File: config.mk
export PLATFORM = sky130hd
export DESIGN_NAME = multicycle_control_fsm
export DESIGN_NICKNAME = d
export VERILOG_FILES = /design/src/rtl/multicycle_control_fsm.sv
export SDC_FILE = /design/constraint.sdc
export NUM_CORES = 1
export LEC_CHECK = 0
export ABC_CLOCK_PERIOD_IN_PS = 2300
export BUFFER_PORTS_ARGS = -buffer_cell sky130_fd_sc_hd__buf_2
export CAP_MARGIN = 20
export CORE_ASPECT_RATIO = 1.1
export CORE_UTILIZATION = 48
export CTS_CLUSTER_SIZE = 8
export DETAILED_ROUTE_END_ITERATION = 7
export GPL_TIMING_DRIVEN = 1
export MAX_ROUTING_LAYER = met4
export PLACE_DENSITY = 0.79
export SYNTH_ARGS = -nofsm -noshare
export SYNTH_HDL_FRONTEND = slang
export SYNTH_SLANG_ARGS = --single-unit
export TNS_END_PERCENT = 10
File: constraint.sdc
create_clock -name clock -period 2.3 [get_ports clock]
set_input_delay 0.23 -clock clock [delete_from_list [all_inputs] [get_ports clock]]
set_output_delay 0.23 -clock clock [all_outputs]
set_load 0.01 [all_outputs]
File: src/rtl/multicycle_control_fsm.sv
// Multicycle control unit for the RV64 datapath: fetch/decode/execute/memory/write-back sequencing.
// Optional build macro ILLEGAL_TRAP_EN: unknown opcodes trap instead of executing as a NOP.
module multicycle_control_fsm #(
  parameter int MEM_LAT = 1,
  parameter int ALU_W   = 3
) (
  input  logic             clock,
  input  logic             reset,
  input  logic [6:0]       opcode,
  input  logic [2:0]       funct3,
  input  logic             funct7_b5,
  input  logic             alu_zero,
  output logic             pc_write,
  output logic             pc_src,
  output logic             load_ir,
  output logic             regs_ab_load,
  output logic             aluout_load,
  output logic             mdr_load,
  output logic             reg_write,
  output logic [1:0]       wb_sel,
  output logic [2:0]       mux_a_sel,
  output logic [2:0]       mux_b_sel,
  output logic [ALU_W-1:0] alu_sel,
  output logic             dmem_wr,
  output logic             trap,
  output logic [3:0]       state_o
);

  // state    | meaning
  // FETCH    | wait MEM_LAT cycles for instruction, load IR, PC += 4
  // DECODE   | load A/B, speculative branch target into ALUOut
  // EXEC_R   | register-register ALU op
  // EXEC_I   | register-immediate ALU op
  // WB_ALU   | write ALUOut to register bank
  // MEM_ADDR | compute load/store address
  // MEM_RD   | wait MEM_LAT cycles for data, load MDR
  // WB_MEM   | write MDR to register bank
  // MEM_WR   | single-cycle data memory write
  // BRANCH   | compare A-B, conditionally load PC from ALUOut
  // WB_LUI   | write U-immediate to register bank
  // TRAP     | illegal instruction, held until reset
  typedef enum logic [3:0] {
    FETCH    = 4'd0,
    DECODE   = 4'd1,
    EXEC_R   = 4'd2,
    EXEC_I   = 4'd3,
    WB_ALU   = 4'd4,
    MEM_ADDR = 4'd5,
    MEM_RD   = 4'd6,
    WB_MEM   = 4'd7,
    MEM_WR   = 4'd8,
    BRANCH   = 4'd9,
    WB_LUI   = 4'd10,
    TRAP     = 4'd15
  } state_t;

  localparam logic [6:0] OP_R      = 7'b0110011;
  localparam logic [6:0] OP_I      = 7'b0010011;
  localparam logic [6:0] OP_LOAD   = 7'b0000011;
  localparam logic [6:0] OP_STORE  = 7'b0100011;
  localparam logic [6:0] OP_BRANCH = 7'b1100011;
  localparam logic [6:0] OP_LUI    = 7'b0110111;

  localparam logic [ALU_W-1:0] ALU_ADD = ALU_W'(0);
  localparam logic [ALU_W-1:0] ALU_SUB = ALU_W'(1);
  localparam logic [ALU_W-1:0] ALU_AND = ALU_W'(2);
  localparam logic [ALU_W-1:0] ALU_OR  = ALU_W'(3);
  localparam logic [ALU_W-1:0] ALU_XOR = ALU_W'(4);
  localparam logic [ALU_W-1:0] ALU_SLT = ALU_W'(5);

  localparam logic [2:0] WAIT_LAST = 3'(MEM_LAT - 1);

  state_t     state, state_next;
  logic [2:0] wait_cnt;
  logic       wait_done;

  assign wait_done = (wait_cnt == WAIT_LAST);

  function automatic logic [ALU_W-1:0] alu_decode(input logic [2:0] f3, input logic sub_en);
    case (f3)
      3'b000:  return sub_en ? ALU_SUB : ALU_ADD;
      3'b111:  return ALU_AND;
      3'b110:  return ALU_OR;
      3'b100:  return ALU_XOR;
      3'b010:  return ALU_SLT;
      default: return ALU_ADD;
    endcase
  endfunction

  // Counter only advances while waiting on memory; any state change restarts it.
  always_ff @(posedge clock) begin
    if (reset) begin
      state    <= FETCH;
      wait_cnt <= '0;
    end else begin
      state <= state_next;
      if (state_next != state || wait_done)
        wait_cnt <= '0;
      else
        wait_cnt <= wait_cnt + 3'd1;
    end
  end

  always_comb begin
    state_next   = state;
    pc_write     = 1'b0;
    pc_src       = 1'b0;
    load_ir      = 1'b0;
    regs_ab_load = 1'b0;
    aluout_load  = 1'b0;
    mdr_load     = 1'b0;
    reg_write    = 1'b0;
    wb_sel       = 2'd0;
    mux_a_sel    = 3'd0;
    mux_b_sel    = 3'd0;
    alu_sel      = ALU_ADD;
    dmem_wr      = 1'b0;
    trap         = 1'b0;
    if (!reset) begin
      case (state)
        FETCH: begin
          if (wait_done) begin
            load_ir    = 1'b1;
            pc_write   = 1'b1;
            mux_b_sel  = 3'd1;
            state_next = DECODE;
          end
        end
        DECODE: begin
          regs_ab_load = 1'b1;
          aluout_load  = 1'b1;
          mux_a_sel    = 3'd2;
          mux_b_sel    = 3'd2;
          case (opcode)
            OP_R:               state_next = EXEC_R;
            OP_I:               state_next = EXEC_I;
            OP_LOAD, OP_STORE:  state_next = MEM_ADDR;
            OP_BRANCH:          state_next = BRANCH;
            OP_LUI:             state_next = WB_LUI;
`ifdef ILLEGAL_TRAP_EN
            default:            state_next = TRAP;
`else
            default:            state_next = FETCH;
`endif
          endcase
        end
        EXEC_R: begin
          mux_a_sel   = 3'd1;
          aluout_load = 1'b1;
          alu_sel     = alu_decode(funct3, funct7_b5);
          state_next  = WB_ALU;
        end
        EXEC_I: begin
          mux_a_sel   = 3'd1;
          mux_b_sel   = 3'd2;
          aluout_load = 1'b1;
          alu_sel     = alu_decode(funct3, 1'b0);
          state_next  = WB_ALU;
        end
        WB_ALU: begin
          reg_write  = 1'b1;
          state_next = FETCH;
        end
        MEM_ADDR: begin
          mux_a_sel   = 3'd1;
          mux_b_sel   = 3'd2;
          aluout_load = 1'b1;
          state_next  = (opcode == OP_LOAD) ? MEM_RD : MEM_WR;
        end
        MEM_RD: begin
          if (wait_done) begin
            mdr_load   = 1'b1;
            state_next = WB_MEM;
          end
        end
        WB_MEM: begin
          reg_write  = 1'b1;
          wb_sel     = 2'd1;
          state_next = FETCH;
        end
        MEM_WR: begin
          dmem_wr    = 1'b1;
          state_next = FETCH;
        end
        BRANCH: begin
          // Mealy term: the branch decision follows alu_zero within the cycle.
          mux_a_sel  = 3'd1;
          alu_sel    = ALU_SUB;
          pc_src     = 1'b1;
          pc_write   = ((funct3 == 3'b000) && alu_zero) || ((funct3 == 3'b001) && !alu_zero);
          state_next = FETCH;
        end
        WB_LUI: begin
          reg_write  = 1'b1;
          wb_sel     = 2'd2;
          state_next = FETCH;
        end
        TRAP: begin
`ifdef ILLEGAL_TRAP_EN
          trap = 1'b1;
`endif
          state_next = TRAP;
        end
        default: state_next = FETCH;
      endcase
    end
  end

  assign state_o = reset ? 4'd0 : state;

endmodule

==> results.json, run 1 <==
{
  "clock-sinks": 7,
  "netSwitchingPower_w": 0.000104,
  "fin_area_um2": 1160,
  "hold_buffers": 0,
  "synthXorXnorAreaFrac_pct": 6.35,
  "rows": 16,
  "clkPwrFrac_pct": 32.4,
  "cts_resized": 0,
  "maxSlewViolCount": 0,
  "seq_area_frac_synth_pct": 14.2,
  "layout-drive-gt1-share_pct": 36.0,
  "synth-compound-area-share_pct": 24.9,
  "cts_buffer_depth": 2,
  "finClkSkew_ps": 0.820,
  "synthAdderAreaFrac_pct": 2.54,
  "die_area_um2": 2240,
  "finalWirelength_mm": 2.32,
  "area_growth_pct": 17.4,
  "p_int_w": 0.000235,
  "reg2reg_depth": 6,
  "fin_setup_tns_ps": 0,
  "ys_ff_latch": 7,
  "rsz0062_at_grt": "no",
  "layout_commonest_cell": "buf_2",
  "cts_tree": "done",
  "placed_area_um2": 1130,
  "final_hold_viol_count": 0,
  "cp_max_fo": 11,
  "hold_class": "input port to flop",
  "die_h_um": 49.5,
  "finalNonFillerCells": 177,
  "grt_max_degree": 16,
  "first_iter_violations": 22,
  "power.total_w": 0.000339,
  "layout.nets": 167,
  "seqPwrFrac_pct": 37.9,
  "syn_avg_cell_area_um2": 8.21,
  "power.density_nw_per_um2": 293,
  "core_um2": 1860,
  "initial_utilization_pct": 52.9,
  "io_buffers": 34,
  "fillers": 176,
  "grt_pass1_vias": 914,
  "clock-root-buffer": "clkbuf_4",
  "yosys.area_share.simple_pct": 38.1,
  "path_clk_slew_ps": 50,
  "cp.required_ps": 2450,
  "dr.pass1.iters": 4,
  "worst_setup_path_start_kind": "flop",
  "max-cap-violations": 0,
  "synthMuxAreaShare_pct": 2.16,
  "regArea_um2": 140,
  "cp_data_arrival_time_ps": 2200,
  "cts_max_level": 1,
  "placedCellCount": 173,
  "wl_per_cell_um": 13.1,
  "critPathCaptureType": "flop",
  "antenna_left": 0,
  "p_leak_nw": 0.509,
  "clock_latency_ps": 250,
  "p_sw_share_pct": 30.7,
  "status": "finished, final reports clean",
  "hpwl_mm": 1.86,
  "pwr-share-comb_pct": 29.8,
  "fp.dieW_um": 45.2,
  "gr-total-overflow": 0,
  "criticalPathCategory": "flop to flop",
  "hold_depth": 4,
  "peakVddDrop_uv": 317,
  "globalplace.congestion": 0.864,
  "grt_pass1_wl_mm": 3.89,
  "synth-edff-count": 0,
  "synth_ff_type": "dfxtp_1",
  "synth.distinct_cells": 54,
  "mostFrequentLayoutCells": "buf_2 (34), nor2_1 (12), nor2b_1 (7), dfxtp_1 (7)",
  "syn_area_um2": 985,
  "via_count": 983,
  "multi_input_area_um2": 741,
  "period_share_pct": 89.1,
  "synth_top_family_by_area": "simple AND/OR/NAND/NOR gates",
  "drc": 0,
  "antenna_found_initial": 0,
  "fmax_mhz": 488,
  "fin_crit_ps": 2050,
  "vias_per_cell": 5.55,
  "numCtsBuffers": 3,
  "setup_violations": 0,
  "ys_async_sr_fraction_pct": 0,
  "yosysWarnings": 0,
  "diodes": 0,
  "ios": 38,
  "grt_usage_pct": 23.2,
  "synth_cells": 120,
  "cts_setup_buffers": 0
}
## cell usage after synthesis, types with 2 or more instances
library cell | count | area [um2]
buf_6 | 2 | 22.5
clkbuf_1 | 2 | 7.51
buf_2 | 2 | 10.0
nor4_1 | 4 | 25.0
nand2_1 | 3 | 11.3
inv_1 | 4 | 15.0
nor3_1 | 5 | 25.0
and3_1 | 5 | 31.3
nor2b_1 | 7 | 43.8
buf_4 | 7 | 52.6
xnor2_1 | 3 | 26.3
dfxtp_1 | 7 | 140
a21oi_1 | 4 | 20.0
nand3b_1 | 3 | 22.5
o31ai_1 | 2 | 15.0
ha_1 | 2 | 25.0
nand2b_1 | 4 | 25.0
o21ai_0 | 3 | 15.0
or3b_1 | 4 | 35.0
nand4_1 | 2 | 12.5
nor2_1 | 12 | 45.0
## critical path, cell delays in order, from the launching register on
cell     delay, ps
dfxtp_1        420
buf_4          230
or3b_1         390
a41o_4         300
o21ba_4        260
xor2_4          80
nor4_1         280
## state kept, by name, summed over array words and instances, names as in the netlist
register and cells:
wait_cnt 3, state 4
## per-layer routing
metal	part of all wire [%]	up-vias	global-route usage [%]
li1	-	494	-
met1	43	459	28.0
met2	53	28	40.1
met3	3.3	2	2.20
met4	0.91	0	6.06
met5	0	-	-
## power by group through the flow
stage	clock, W	combinational (W)	sequential, W
floorplan	0	0.0000810	0.000126
finish	0.000110	0.000101	0.000128
detailed placement	0	0.000101	0.000130
global route	0.000122	0.000110	0.000129
CTS	0.000115	0.000101	0.000128
global placement	0	0.0000981	0.000130
## cell families after synthesis
group                      after synthesis
and+or+nand+nor                         60
AOI/OAI and AO/OA                       25
buffers and inverters                   18
DFF                                      7
xor gates and xnor gates                 5
adders and majority gates                2
muxes                                    2
other                                    1
## path summary, 6_finish.rpt
path                    start     endpoint  slack, ps
setup / recovery     state[0]  wait_cnt[2]        250
hold / removal      opcode[5]     state[1]        410
setup reg to reg     state[0]  wait_cnt[2]        250
hold reg to reg   wait_cnt[0]  wait_cnt[0]        460
## final cells by class
cell class / instances / share of cell area [%]
timing repair buffer: 38 / 17.3
tap: 27 / 2.92
inverter: 4 / 1.30
sequential: 7 / 12.1
multi-input combinational: 97 / 64.1
clock buffer: 4 / 2.27
## through the flow
step / hold WS, ps / setup slack, ps / util, %
final: 413 / 251 / 62.1
after global routing: 429 / 116 / 62.1
after CTS: 403 / 240 / 62.1
after detailed placement: 468 / 260 / 60.7
after global placement: 455 / 339 / 60.7
after floorplan: 428 / 573 / -
(Power assumes the default switching activity.)
==> run 2: changes to the inputs <==
--- a/config.mk
+++ b/config.mk
@@ -15,6 +15,7 @@
 export GPL_TIMING_DRIVEN = 1
 export MAX_ROUTING_LAYER = met4
 export PLACE_DENSITY = 0.79
+export SETUP_SLACK_MARGIN = 0.5
 export SYNTH_ARGS = -nofsm -noshare
 export SYNTH_HDL_FRONTEND = slang
 export SYNTH_SLANG_ARGS = --single-unit
==> run 2 against run 1 <==
Clock power about the same; count of clock-buffer cells in the layout unchanged; worst hold slack improved by 38 ps; worst setup slack improved by 240 ps; cell count increased by 3.4%; register-to-register slack improved by 240 ps; utilization increased by 8.1 points; clock skew about the same; global-route usage increased by 1.1 points; via count increased by 3.0%; critical path depth unchanged; critical path type unchanged.
==> results.json, run 2 (synthesis gave the netlist of run 1 again) <==
{
  "pwr-share-comb_pct": 33.8,
  "hold_class": "input port to flop",
  "seqPwrFrac_pct": 35.2,
  "power.total_w": 0.000354,
  "cts_max_level": 1,
  "layout_commonest_cell": "buf_2",
  "vias_per_cell": 5.53,
  "die_h_um": 49.5,
  "globalplace.congestion": 0.864,
  "layout.nets": 173,
  "cp.required_ps": 2430,
  "final_hold_viol_count": 0,
  "worst_setup_path_start_kind": "flop",
  "p_sw_share_pct": 32.0,
  "antenna_left": 0,
  "fin_setup_tns_ps": 0,
  "cp_data_arrival_time_ps": 1930,
  "r2r_slack_ps": 490,
  "finClkSkew_ps": 0.952,
  "regMostFlops": "state",
  "power.density_nw_per_um2": 271,
  "finalNonFillerCells": 183,
  "dr.pass1.iters": 4,
  "p_int_w": 0.000240,
  "grt_pass1_vias": 934,
  "gr-total-overflow": 0,
  "period_share_pct": 78.6,
  "netSwitchingPower_w": 0.000113,
  "grt_max_degree": 16,
  "via_count": 1012,
  "cp_max_fo": 7,
  "core_um2": 1860,
  "layout-drive-gt1-share_pct": 46.8,
  "fin_crit_ps": 1810,
  "die_area_um2": 2240,
  "wl_per_cell_um": 14.1,
  "clock_latency_ps": 250,
  "initial_utilization_pct": 52.9,
  "numCtsBuffers": 3,
  "p_leak_nw": 0.555,
  "fp.dieW_um": 45.2,
  "critPathCaptureType": "flop",
  "peakVddDrop_uv": 318,
  "hpwl_mm": 1.86,
  "first_iter_violations": 22,
  "finalWirelength_mm": 2.58,
  "status": "finished, final reports clean",
  "clkPwrFrac_pct": 30.9,
  "ios": 38,
  "cts_buffer_depth": 2,
  "fmax_mhz": 553,
  "reg.largest.list": "state: 4 flops, wait_cnt: 3 flops",
  "area_growth_pct": 32.7,
  "placedCellCount": 173,
  "rows": 16,
  "setup_violations": 0,
  "grt_pass1_wl_mm": 4.05,
  "io_buffers": 34,
  "grt_usage_pct": 24.3,
  "diodes": 0,
  "criticalPathCategory": "flop to flop",
  "max-cap-violations": 0,
  "cts_tree": "done",
  "maxSlewViolCount": 0,
  "path_clk_slew_ps": 50,
  "antenna_found_initial": 0,
  "mostFrequentLayoutCells": "buf_2 (35), nor2_1 (12), buf_4 (7)",
  "clock-root-buffer": "clkbuf_4",
  "largest_reg_flops": 4,
  "drc": 0,
  "clock-sinks": 7,
  "rsz0062_at_grt": "yes"
}
## run 2: cell types whose count changed in the layout (fill, tap and decap cells not counted), sizes merged
cell and delta:
buf +6
## run 2: metrics by stage
step	utilization, %	hold WS, ps	setup slack, ps	instance area (um2)
after floorplan	-	428	573	992
after global placement	60.7	455	339	1130
after detailed placement	60.7	468	260	1130
after CTS	64.6	391	456	1200
after global routing	70.2	463	427	1310
final	70.2	451	493	1310
## run 2: repair_timing
item	4_1_cts	5_1_grt
resized for setup	11	16
setup buffers	2	4
gates cloned	0	0
endpoints found under the setup margin	10	8
pin swaps	5	9
hold buffers	0	0
## run 2: final cells by class
type | count | area (um2)
timing repair buffer | 44 | 254
fill | 153 | 556
sequential | 7 | 153
inverter | 4 | 15.0
multi-input combinational | 97 | 825
tap | 27 | 33.8
clock buffer | 4 | 26.3
## run 2: path summary, 6_finish.rpt
check / start / endpoint / depth (start not counted)
hold reg to reg: wait_cnt[0] / wait_cnt[0] / 1
setup reg to reg: state[1] / wait_cnt[2] / 6
setup / recovery: state[1] / wait_cnt[2] / 6
hold / removal: opcode[5] / state[1] / 4
## run 2: power groups by stage
| stage | sequential [W] | clock [W] | combinational (W) |
|---|---|---|---|
| floorplan | 0.000126 | 0 | 0.0000810 |
| global placement | 0.000130 | 0 | 0.0000981 |
| detailed placement | 0.000130 | 0 | 0.000101 |
| CTS | 0.000126 | 0.000115 | 0.000111 |
| global route | 0.000125 | 0.000120 | 0.000129 |
| finish | 0.000125 | 0.000109 | 0.000120 |
## run 2: worst max-delay path, stage by stage, from the launching register on
cell	delay [ps]
dfxtp_4	370
buf_2	170
or3b_4	410
a2111oi_4	220
o21ai_2	130
a211oi_4	300
nor4_2	90
## run 2: metal layers
layer / track usage, % / share of wire [%] / up-vias
met2: 41.3 / 55 / 28
met3: 2.20 / 2.3 / 2
met5: - / 0 / -
li1: - / - / 499
met1: 29.8 / 42 / 483
met4: 7.07 / 0.81 / 0
==> run 3: changes to the inputs <==
--- a/config.mk
+++ b/config.mk
@@ -5,11 +5,12 @@
 export SDC_FILE = /design/constraint.sdc
 export NUM_CORES = 1
 export LEC_CHECK = 0
-export ABC_CLOCK_PERIOD_IN_PS = 2300
+export ABC_AREA = 1
+export ABC_CLOCK_PERIOD_IN_PS = 1740
 export BUFFER_PORTS_ARGS = -buffer_cell sky130_fd_sc_hd__buf_2
 export CAP_MARGIN = 20
 export CORE_ASPECT_RATIO = 1.1
-export CORE_UTILIZATION = 48
+export CORE_UTILIZATION = 47
 export CTS_CLUSTER_SIZE = 8
 export DETAILED_ROUTE_END_ITERATION = 7
 export GPL_TIMING_DRIVEN = 1
==> constraint.sdc (replaced) <==
create_clock -name clock -period 1.74 [get_ports clock]
set_input_delay 0.174 -clock clock [delete_from_list [all_inputs] [get_ports clock]]
set_output_delay 0.174 -clock clock [all_outputs]
set_load 0.01 [all_outputs]
==> run 3 against run 2 <==
The flow now finishes with violations (design-rule violations); cell count up 18%; non-clock buffer count decreased by 3; area after synthesis is 9.3% lower; global-route usage down 1.3 points; register-to-register slack worse by 250 ps; utilization decreased by 2.2 points; sequential cell count unchanged; critical path type is now flop to output pin; total power rose by 22%; die area shrank 7.0%; largest cell class unchanged; critical endpoint is now pc_write; synthesized cell count rose by 33%; clock power up 35%.
==> results.json, run 3 <==
{
  "largest_reg_flops": 4,
  "drc": 12,
  "final_hold_viol_count": 0,
  "grt_max_degree": 18,
  "ys_ff_latch": 7,
  "die_h_um": 47.7,
  "final_util_pct": 68.0,
  "critPathCaptureType": "output pin",
  "seq_area_frac_synth_pct": 15.7,
  "ios": 38,
  "layout-drive-gt1-share_pct": 43.9,
  "clock_latency_ps": 250,
  "grt_usage_pct": 23.1,
  "cp_data_arrival_time_ps": 1350,
  "core_um2": 1780,
  "gr-total-overflow": 0,
  "dr.pass1.iters": 6,
  "area_growth_pct": 35.6,
  "placed_area_um2": 1080,
  "grt_pass1_vias": 898,
  "antenna_left": 0,
  "rows": 16,
  "finalWirelength_mm": 2.32,
  "status": "finished with violations",
  "cp_max_fo": 3,
  "path_clk_slew_ps": 50,
  "reg.largest.list": "state: 4 flops, wait_cnt: 3 flops",
  "hold_buffers": 0,
  "violations": "design-rule violations",
  "fin_crit_ps": 1530,
  "antenna_found_initial": 0,
  "vias_per_cell": 5.19,
  "cts_max_level": 1,
  "synth-edff-count": 0,
  "cts_buffer_depth": 2,
  "ys_top_cells_by_count": "nand2_1 (34), nor2_1 (31), inv_1 (17)",
  "yosysTopAreaCellShare_pct": 15.7,
  "fp.dieW_um": 43.6,
  "criticalPathCategory": "flop to output pin",
  "die_area_um2": 2080,
  "fin_area_um2": 1210,
  "post-place-ws_ps": 176,
  "timing.final.ws_setup_ps": 212,
  "syn_area_um2": 893,
  "diodes": 0,
  "yosysMostFrequentCell": "nand2_1",
  "p_leak_nw": 0.689,
  "grt_pass1_wl_mm": 3.47,
  "clock-root-buffer": "clkbuf_4",
  "max-cap-violations": 0,
  "peakVddDrop_uv": 452,
  "maxSlewViolCount": 0,
  "ys_top_cells_by_area": "dfxtp_1 (16%), nand2_1 (14%), nor2_1 (13%)",
  "rsz0062_at_grt": "yes",
  "synth_ff_type": "dfxtp_1",
  "layout_commonest_cell": "buf_2",
  "ys_async_sr_fraction_pct": 0,
  "yosysWarnings": 0,
  "mostFrequentLayoutCells": "buf_2 (33), nand2_1 (31), nor2_1 (25)",
  "regMostFlops": "state",
  "hpwl_mm": 1.82,
  "cts_tree": "done",
  "syn_avg_cell_area_um2": 5.58,
  "first_iter_violations": 48,
  "globalplace.congestion": 0.899,
  "finClkSkew_ps": 0.242,
  "numCtsBuffers": 3,
  "clock-sinks": 7,
  "synth_cells": 160,
  "period_share_pct": 87.8,
  "synth.distinct_cells": 30,
  "io_buffers": 34,
  "initial_utilization_pct": 50.1,
  "fin_setup_tns_ps": 0,
  "yosys.area.top_type": "dfxtp_1",
  "fmax_mhz": 654,
  "worst_setup_path_start_kind": "flop",
  "setup_violations": 0,
  "via_count": 1121,
  "hold_class": "input port to flop",
  "power.total_w": 0.000430,
  "layout.nets": 215,
  "cp.required_ps": 1570,
  "wl_per_cell_um": 10.7,
  "power.density_nw_per_um2": 355
}
==> run 3: changes by cell type in the layout (fill, tap and decap cells not counted), moves of 6 or more <==
| cell | change |
|---|---|
| inv_1 | +10 |
| nand2_2 | +7 |
| nor2_1 | +13 |
| nand3_1 | +14 |
| nor2_2 | +9 |
| inv_2 | +6 |
| nor2b_1 | -6 |
| nand2_1 | +28 |
==> run 3: critical path, stage by stage (launching register included) <==
cell	delay, ps
dfxtp_2	320
inv_2	60
ha_4	120
inv_2	30
nor2_4	110
nand2_2	90
nor3_4	150
a31o_2	140
buf_6	90
==> run 3: what timing repair did <==
item / in CTS / in global routing
pin swaps: 4 / 9
endpoints found under the setup margin: 23 / 27
resized for setup: 7 / 11
buffers inserted: 5 / 2
==> run 3: stage by stage <==
step                hold slack [ps]  std cells
finish                          398        216
global route                    441        216
CTS                             379        214
detailed placement              413        205
global placement                406        205
floorplan                       399        162
==> run 3: worst paths after layout <==
kind                             startpoint           to  cells after the start  slack (ps)
worst max register to register  wait_cnt[0]  wait_cnt[2]                     14         240
worst max-delay path            wait_cnt[0]     pc_write                      8         210
worst min register to register  wait_cnt[0]  wait_cnt[0]                      2         510
worst min-delay path                  reset     state[2]                      4         400
==> run 3: layout make-up <==
cell class                 count  area, um2
fill                         169        571
clock buffer                   4       26.3
multi-input combinational    124        693
tap                           18       22.5
inverter                      22       87.6
timing repair buffer          41        229
sequential                     7        153
==> run 3: power breakdown <==
part	switching (W)	internal (W)
combinational	0.0000716	0.0000461
sequential	0.00000540	0.000160
clock	0.0000599	0.0000875
total	0.000137	0.000294
==> run 3: cell families (layout without fill, tap and decap cells) <==
group	after synthesis	count (layout)	share of synthesized area, %
AO/OA/AOI/OAI	9	9	6.86
flip-flops	7	7	15.7
adder cells (fa/ha/maj)	2	2	2.80
buffers and inverters	31	67	16.1
XOR/XNOR	2	2	1.96
other	1	3	0.420
AND/OR/NAND/NOR	108	108	56.2
==> run 3: per-layer routing <==
metal  up-vias  global-route usage [%]  share of wire (%)
met5         -                       -                  0
met4         0                    10.0                1.7
met3         4                    3.02                5.4
met2        44                    42.4                 51
met1       497                    25.2                 42
li1        576                       -                  -
